--- src/rtl/fetch_queue_if.sv ---
// fetch_queue_if: PC, instruction-memory and decode handshake signals of the fetch stage.
interface fetch_queue_if;
   logic [31:0] PC;
   logic        redirect;
   logic        PCWrite;
   logic        imem_req_valid;
   logic        imem_req_ready;
   logic [31:0] imem_req_addr;
   logic        imem_resp_valid;
   logic [31:0] imem_resp_data;
   logic        if_valid;
   logic        id_ready;
   logic [31:0] if_instr;
   logic [31:0] if_pc;
   logic [31:0] if_pc_plus4;
   modport master (
      input  PC, redirect, imem_req_ready, imem_resp_valid, imem_resp_data, id_ready,
      output PCWrite, imem_req_valid, imem_req_addr, if_valid, if_instr, if_pc, if_pc_plus4
   );
   modport slave (
      output PC, redirect, imem_req_ready, imem_resp_valid, imem_resp_data, id_ready,
      input  PCWrite, imem_req_valid, imem_req_addr, if_valid, if_instr, if_pc, if_pc_plus4
   );
endinterface

--- src/rtl/fetch_queue.sv ---
// fetch_queue: issues PC fetches, pairs in-order responses with their PCs, buffers them for decode.
module fetch_queue #(
   parameter int DEPTH = 2,
   parameter int AW    = 1
) (
   input logic          clk,
   input logic          reset,
   fetch_queue_if.master f
);
   localparam int CW = AW + 1;
   localparam int SW = AW + 2;
   logic [CW-1:0] count_q, count_d, drop_q, drop_d, pend_q, pend_d;
   logic [AW-1:0] wr_q, wr_d, fill_q, fill_d, rd_q, rd_d;
   logic [31:0]   pc_q [DEPTH];
   logic [31:0]   instr_q [DEPTH];
   logic [DEPTH-1:0] filled_q;
   logic fire, fill, drop_hit, pop;
   always_comb begin
      f.imem_req_valid = reset && !f.redirect && ((SW'(count_q) + SW'(drop_q)) < SW'(DEPTH));
      f.imem_req_addr  = f.PC;
      fire             = f.imem_req_valid && f.imem_req_ready;
      f.PCWrite        = fire || f.redirect;
      drop_hit         = f.imem_resp_valid && (drop_q != '0);
      fill             = f.imem_resp_valid && (drop_q == '0) && (pend_q != '0);
      f.if_valid       = !f.redirect && (count_q != '0) && filled_q[rd_q];
      pop              = f.if_valid && f.id_ready;
      f.if_instr       = instr_q[rd_q];
      f.if_pc          = pc_q[rd_q];
      f.if_pc_plus4    = {pc_q[rd_q][31], pc_q[rd_q][30:0] + 31'd4};
      // pending fetches become drops on redirect; one landing this very cycle is dropped already
      drop_d  = drop_q - CW'(drop_hit) + (f.redirect ? pend_q - CW'(fill) : '0);
      count_d = f.redirect ? '0 : count_q + CW'(fire) - CW'(pop);
      pend_d  = f.redirect ? '0 : pend_q + CW'(fire) - CW'(fill);
      wr_d    = f.redirect ? '0 : wr_q + AW'(fire);
      fill_d  = f.redirect ? '0 : fill_q + AW'(fill);
      rd_d    = f.redirect ? '0 : rd_q + AW'(pop);
   end
   always_ff @(posedge clk or negedge reset) begin
      if (!reset) begin
         count_q  <= '0;
         drop_q   <= '0;
         pend_q   <= '0;
         wr_q     <= '0;
         fill_q   <= '0;
         rd_q     <= '0;
         filled_q <= '0;
         for (int i = 0; i < DEPTH; i++) begin
            pc_q[i]    <= '0;
            instr_q[i] <= '0;
         end
      end else begin
         count_q <= count_d;
         drop_q  <= drop_d;
         pend_q  <= pend_d;
         wr_q    <= wr_d;
         fill_q  <= fill_d;
         rd_q    <= rd_d;
         if (f.redirect) begin
            filled_q <= '0;
            for (int i = 0; i < DEPTH; i++) begin
               pc_q[i]    <= '0;
               instr_q[i] <= '0;
            end
         end else begin
            if (pop) filled_q[rd_q] <= 1'b0;
            if (fill) begin
               instr_q[fill_q]  <= f.imem_resp_data;
               filled_q[fill_q] <= 1'b1;
            end
            if (fire) begin
               pc_q[wr_q]     <= f.PC;
               filled_q[wr_q] <= 1'b0;
            end
         end
      end
   end
endmodule

--- src/flat_wrapper.sv ---
// flat-port wrapper written by rule: the top's interface ports become plain ports
module fetch_queue_flat 
#(
   parameter int DEPTH = 2,
   parameter int AW    = 1
)
  (clk, reset, f_PC, f_redirect, f_imem_req_ready, f_imem_resp_valid, f_imem_resp_data, f_id_ready, f_PCWrite, f_imem_req_valid, f_imem_req_addr, f_if_valid, f_if_instr, f_if_pc, f_if_pc_plus4);
  fetch_queue_if f_i ();
  input logic clk;
  input logic reset;
  input wire logic [$bits(f_i.PC)-1:0] f_PC;
  input wire logic [$bits(f_i.redirect)-1:0] f_redirect;
  input wire logic [$bits(f_i.imem_req_ready)-1:0] f_imem_req_ready;
  input wire logic [$bits(f_i.imem_resp_valid)-1:0] f_imem_resp_valid;
  input wire logic [$bits(f_i.imem_resp_data)-1:0] f_imem_resp_data;
  input wire logic [$bits(f_i.id_ready)-1:0] f_id_ready;
  output wire logic [$bits(f_i.PCWrite)-1:0] f_PCWrite;
  output wire logic [$bits(f_i.imem_req_valid)-1:0] f_imem_req_valid;
  output wire logic [$bits(f_i.imem_req_addr)-1:0] f_imem_req_addr;
  output wire logic [$bits(f_i.if_valid)-1:0] f_if_valid;
  output wire logic [$bits(f_i.if_instr)-1:0] f_if_instr;
  output wire logic [$bits(f_i.if_pc)-1:0] f_if_pc;
  output wire logic [$bits(f_i.if_pc_plus4)-1:0] f_if_pc_plus4;
  assign f_i.PC = f_PC;
  assign f_i.redirect = f_redirect;
  assign f_i.imem_req_ready = f_imem_req_ready;
  assign f_i.imem_resp_valid = f_imem_resp_valid;
  assign f_i.imem_resp_data = f_imem_resp_data;
  assign f_i.id_ready = f_id_ready;
  assign f_PCWrite = f_i.PCWrite;
  assign f_imem_req_valid = f_i.imem_req_valid;
  assign f_imem_req_addr = f_i.imem_req_addr;
  assign f_if_valid = f_i.if_valid;
  assign f_if_instr = f_i.if_instr;
  assign f_if_pc = f_i.if_pc;
  assign f_if_pc_plus4 = f_i.if_pc_plus4;
  fetch_queue #(.DEPTH(DEPTH), .AW(AW)) u_core (.clk(clk), .reset(reset), .f(f_i));
endmodule
--- config.mk ---
export PLATFORM = sky130hd
export DESIGN_NAME = fetch_queue_flat
export DESIGN_NICKNAME = d
export VERILOG_FILES = /design/src/rtl/fetch_queue_if.sv /design/src/rtl/fetch_queue.sv /design/src/flat_wrapper.sv
export SDC_FILE = /design/constraint.sdc
export NUM_CORES = 1
export LEC_CHECK = 0
export CAP_MARGIN = 40
export CORE_AREA = 2 2 96 190
export CTS_BUF_LIST = sky130_fd_sc_hd__clkbuf_4
export CTS_CLUSTER_SIZE = 24
export DETAILED_ROUTE_END_ITERATION = 6
export DIE_AREA = 0 0 98 192
export PLACE_DENSITY = 0.72
export SYNTH_ARGS = -nofsm -noshare
export SYNTH_HDL_FRONTEND = slang
export SYNTH_SLANG_ARGS = --single-unit
export TNS_END_PERCENT = 5
--- constraint.sdc ---
create_clock -name clk -period 2.8 [get_ports clk]
set_input_delay 0.7 -clock clk [delete_from_list [all_inputs] [get_ports clk]]
set_output_delay 0.7 -clock clk [all_outputs]
set_load 0.005 [all_outputs]
==> run_results.csv <==
group,metric,value,unit
floorplanning,die_h,192,µm
sta,relSlewSlack,47.1,%
setup_path,worstPathRequired,2100,ps
route,m1WireLength,7.76,mm
setup_path,critPathKind,"flip-flop to output pin",
final_layout,nets,1135,
sta,fmax,307,MHz
route,wl,21.8,mm
floorplanning,rows,68,
global_routing,grt_pass1_vias,6844,
final_layout,final_cells,1281,
global_routing,grtUsageTotal,23.1,%
final_layout,area_growth,38.0,%
yosys,syn_avg_cell_area,9.05,µm²
yosys,syn_area,7650,µm²
route,dr_wl_met2,12.5,mm
power,ir_drop,0.447,mV
cts,path_clk_slew,140,ps
global_routing,antenna_found_initial,2,
floorplanning,core-area,17300,µm²
sta,hold_viol_final,0,
final_layout,fin_util,61.1,%
cts,clockBufferDepth,2,
cts,cts_tree,"built",
sta,clock-skew-final,31.1,ps
setup_path,crit_fanout,5,
power,p_per_area,434,nW/µm²
yosys,postSynthCellCount,845,
yosys,synth_cell_type_count,44,
global_routing,grt_pass1_wl,34.3,mm
route,wl_per_cell,17.0,µm
route,wl_met3,750,µm
sta,rsz0062_at_grt,"true",
floorplanning,start_util,44.3,%
hold_path,hp-class,"input pin to async pin",
route,maxUsedRoutingLayer,"met4",
floorplanning,dieArea,18800,µm²
floorplanning,ios,201,
place,dp.cells,1225,
status,violations,"setup timing",
status,status,"finished, violations left",
route,ant_nets,0,
place,place_congestion,0.840,
sta,timing.final.ws_setup,-458,ps
sta,finalMaxSlewViolations,0,
yosys,async_reset_ff_share,100,%
route,route.detailed.drc,0,
cts,htree_levels,4,
sta,hold_slack,284,ps
yosys,synth_fp_nets,923,
place,io_buffer_count,200,
sta,period_share,116,%
sta,tightest_slew,794,ps
sta,period_minus_slack,3260,ps
global_routing,grt_max_degree,140,
yosys,synth_flop_cell,"dfrtp_1",
setup_path,r2r_cells,10,
yosys,ys_ff_latch,139,
floorplanning,die_w,98,µm
cts,cts.sinks,139,
route,vias,6570,
power,p_leak,5.01,nW
power,total_power,4.59,mW
cts,worstSkewPairLatency,510,ps
setup_path,endpoint_kind,"output pin",
final_layout,layout-drive-gt1-share,22.7,%
route,detail_route.vias_per_cell,5.13,
yosys,yosys_warnings,0,
yosys,ys_seq_area_share,45.5,%
cts,cts_inserted_buffers,17,
flow_run,drv_cap,0,
final_layout,nFillCells,1530,
setup_path,critPathArrivalTime,2560,ps
place,dp_hpwl,15.1,mm
route,drtIter0Drc,285,
setup_path,cp-start-kind,"flip-flop",
route,dr.pass1.iters,5,
cts,clockRootBuffer,"clkbuf_4",
sta,setup_viol,47,
global_routing,grt-ovfl-total,0,
yosys,synth-edff-count,0,
sequential cells by signal, summed over array words and instances (netlist names):
register and flops:
u_core.pc_q 64, u_core.filled_q 2, u_core.count_q 2, u_core.instr_q 64
u_core.rd_q 1, u_core.pend_q 2, u_core.wr_q 1, u_core.fill_q 1
u_core.drop_q 2
repair_timing:
item | in CTS | in global routing
hold buffers | 0 | 0
setup endpoints to repair | 94 | 89
pin swaps | 23 | 12
gates resized for setup | 166 | 39
setup buffers | 20 | 3
metrics by stage:
stage / TNS [ps] / worst slack [ps] / area [µm²]
after floorplan: 0 / 6.31 / 7660
after global placement: -3410 / -303 / 9950
after detailed placement: -4160 / -321 / 9970
after CTS: -13370 / -506 / 10500
after global routing: -17320 / -612 / 10600
final: -10030 / -458 / 10600
critical path, cell delays in order (launching register included):
cell and delay (ps):
dfrtp_4 530, buf_12 150, nand4b_4 180, a211oi_4 310, buf_4 160, and3_1 170
buf_6 130, nand2_1 70, xnor2_1 160, clkdlybuf4s15_1 230
cell type report:
class,instances,area [µm²],area share [%]
Antenna cell,1,2.50,0.0237
Clock buffer,20,150,1.42
Clock inverter,12,166,1.58
Inverter,16,60.1,0.569
Multi-Input combinational cell,600,3750,35.6
Sequential cell,139,3480,33.0
Tap cell,210,263,2.49
Timing Repair Buffer,283,2680,25.4
layout by cell type (no fill, tap or decap), drive strengths merged, types with 5 or more instances in the layout:
cell type      netlist  final
nand2b              69     69
clkbuf              29     24
nor3                 5      5
and3                 5      5
a21oi               68     68
inv                 16     18
clkdlybuf4s50        0    119
dlygate4sd2          0     43
nand2              222    222
clkinv               0      5
o21ai               68     68
nor2                13     13
ha                   7      7
mux2i                9      9
dfrtp              139    139
nor2b                7      7
dlymetal6s2s         0      5
nand3                8      8
xnor2               28     28
mux2                51     51
xor2                 8      8
nand4                8      8
buf                 61    105
clkdlybuf4s15        0      7
kinds of logic after synthesis:
logic type	Yosys count	share of synthesized area [%]
flops	139	45.5
compound gates	149	10.8
buf+inv	106	7.51
mux	60	8.69
xor+xnor	36	4.12
fa+ha+maj	8	1.41
simple gates	347	22.0
where the power goes:
group          leakage [nW]  internal [mW]  switching, mW
combinational          2.92          0.517          0.450
clock                 0.164          0.662          0.781
sequential             1.93           2.10         0.0774
total                  5.01           3.28           1.31
cells in the mapped netlist (8+ instances only):
| master | count | area [µm²] |
|---|---|---|
| nor2_1 | 13 | 48.8 |
| o21ai_0 | 67 | 335 |
| a21oi_1 | 68 | 340 |
| buf_4 | 36 | 270 |
| dfrtp_1 | 139 | 3480 |
| mux2i_1 | 9 | 90.1 |
| xnor2_1 | 28 | 245 |
| nand3_1 | 8 | 40.0 |
| clkbuf_1 | 27 | 101 |
| nand2_1 | 221 | 830 |
| inv_1 | 16 | 60.1 |
| buf_2 | 19 | 95.1 |
| nand2b_1 | 69 | 432 |
| xor2_1 | 8 | 70.1 |
| mux2_2 | 51 | 574 |
final timing paths:
check	slack, ps	start	to
min in group clk	520	u_core.instr_q[18]$_DFFE_PN0P_	u_core.instr_q[18]$_DFFE_PN0P_
hold reg to reg	520	u_core.instr_q[18]$_DFFE_PN0P_	u_core.instr_q[18]$_DFFE_PN0P_
max in group asynchronous	1870	reset	u_core.fill_q$_DFF_PN0_
setup reg to reg	350	u_core.drop_q[0]$_DFF_PN0_	u_core.pc_q[40]$_DFFE_PN0P_
hold / removal	280	reset	u_core.instr_q[56]$_DFFE_PN0P_
setup / recovery	-460	u_core.rd_q$_DFF_PN0_	f_if_pc_plus4[12]
routing by layer:
| layer | global-route usage [%] | up-vias |
|---|---|---|
| met3 | 3.24 | 45 |
| met1 | 23.6 | 3184 |
| met4 | 10.0 | 0 |
| li1 | - | 3168 |
| met5 | 0 | - |
| met2 | 45.4 | 173 |
Power figures use the tool's default switching activity.
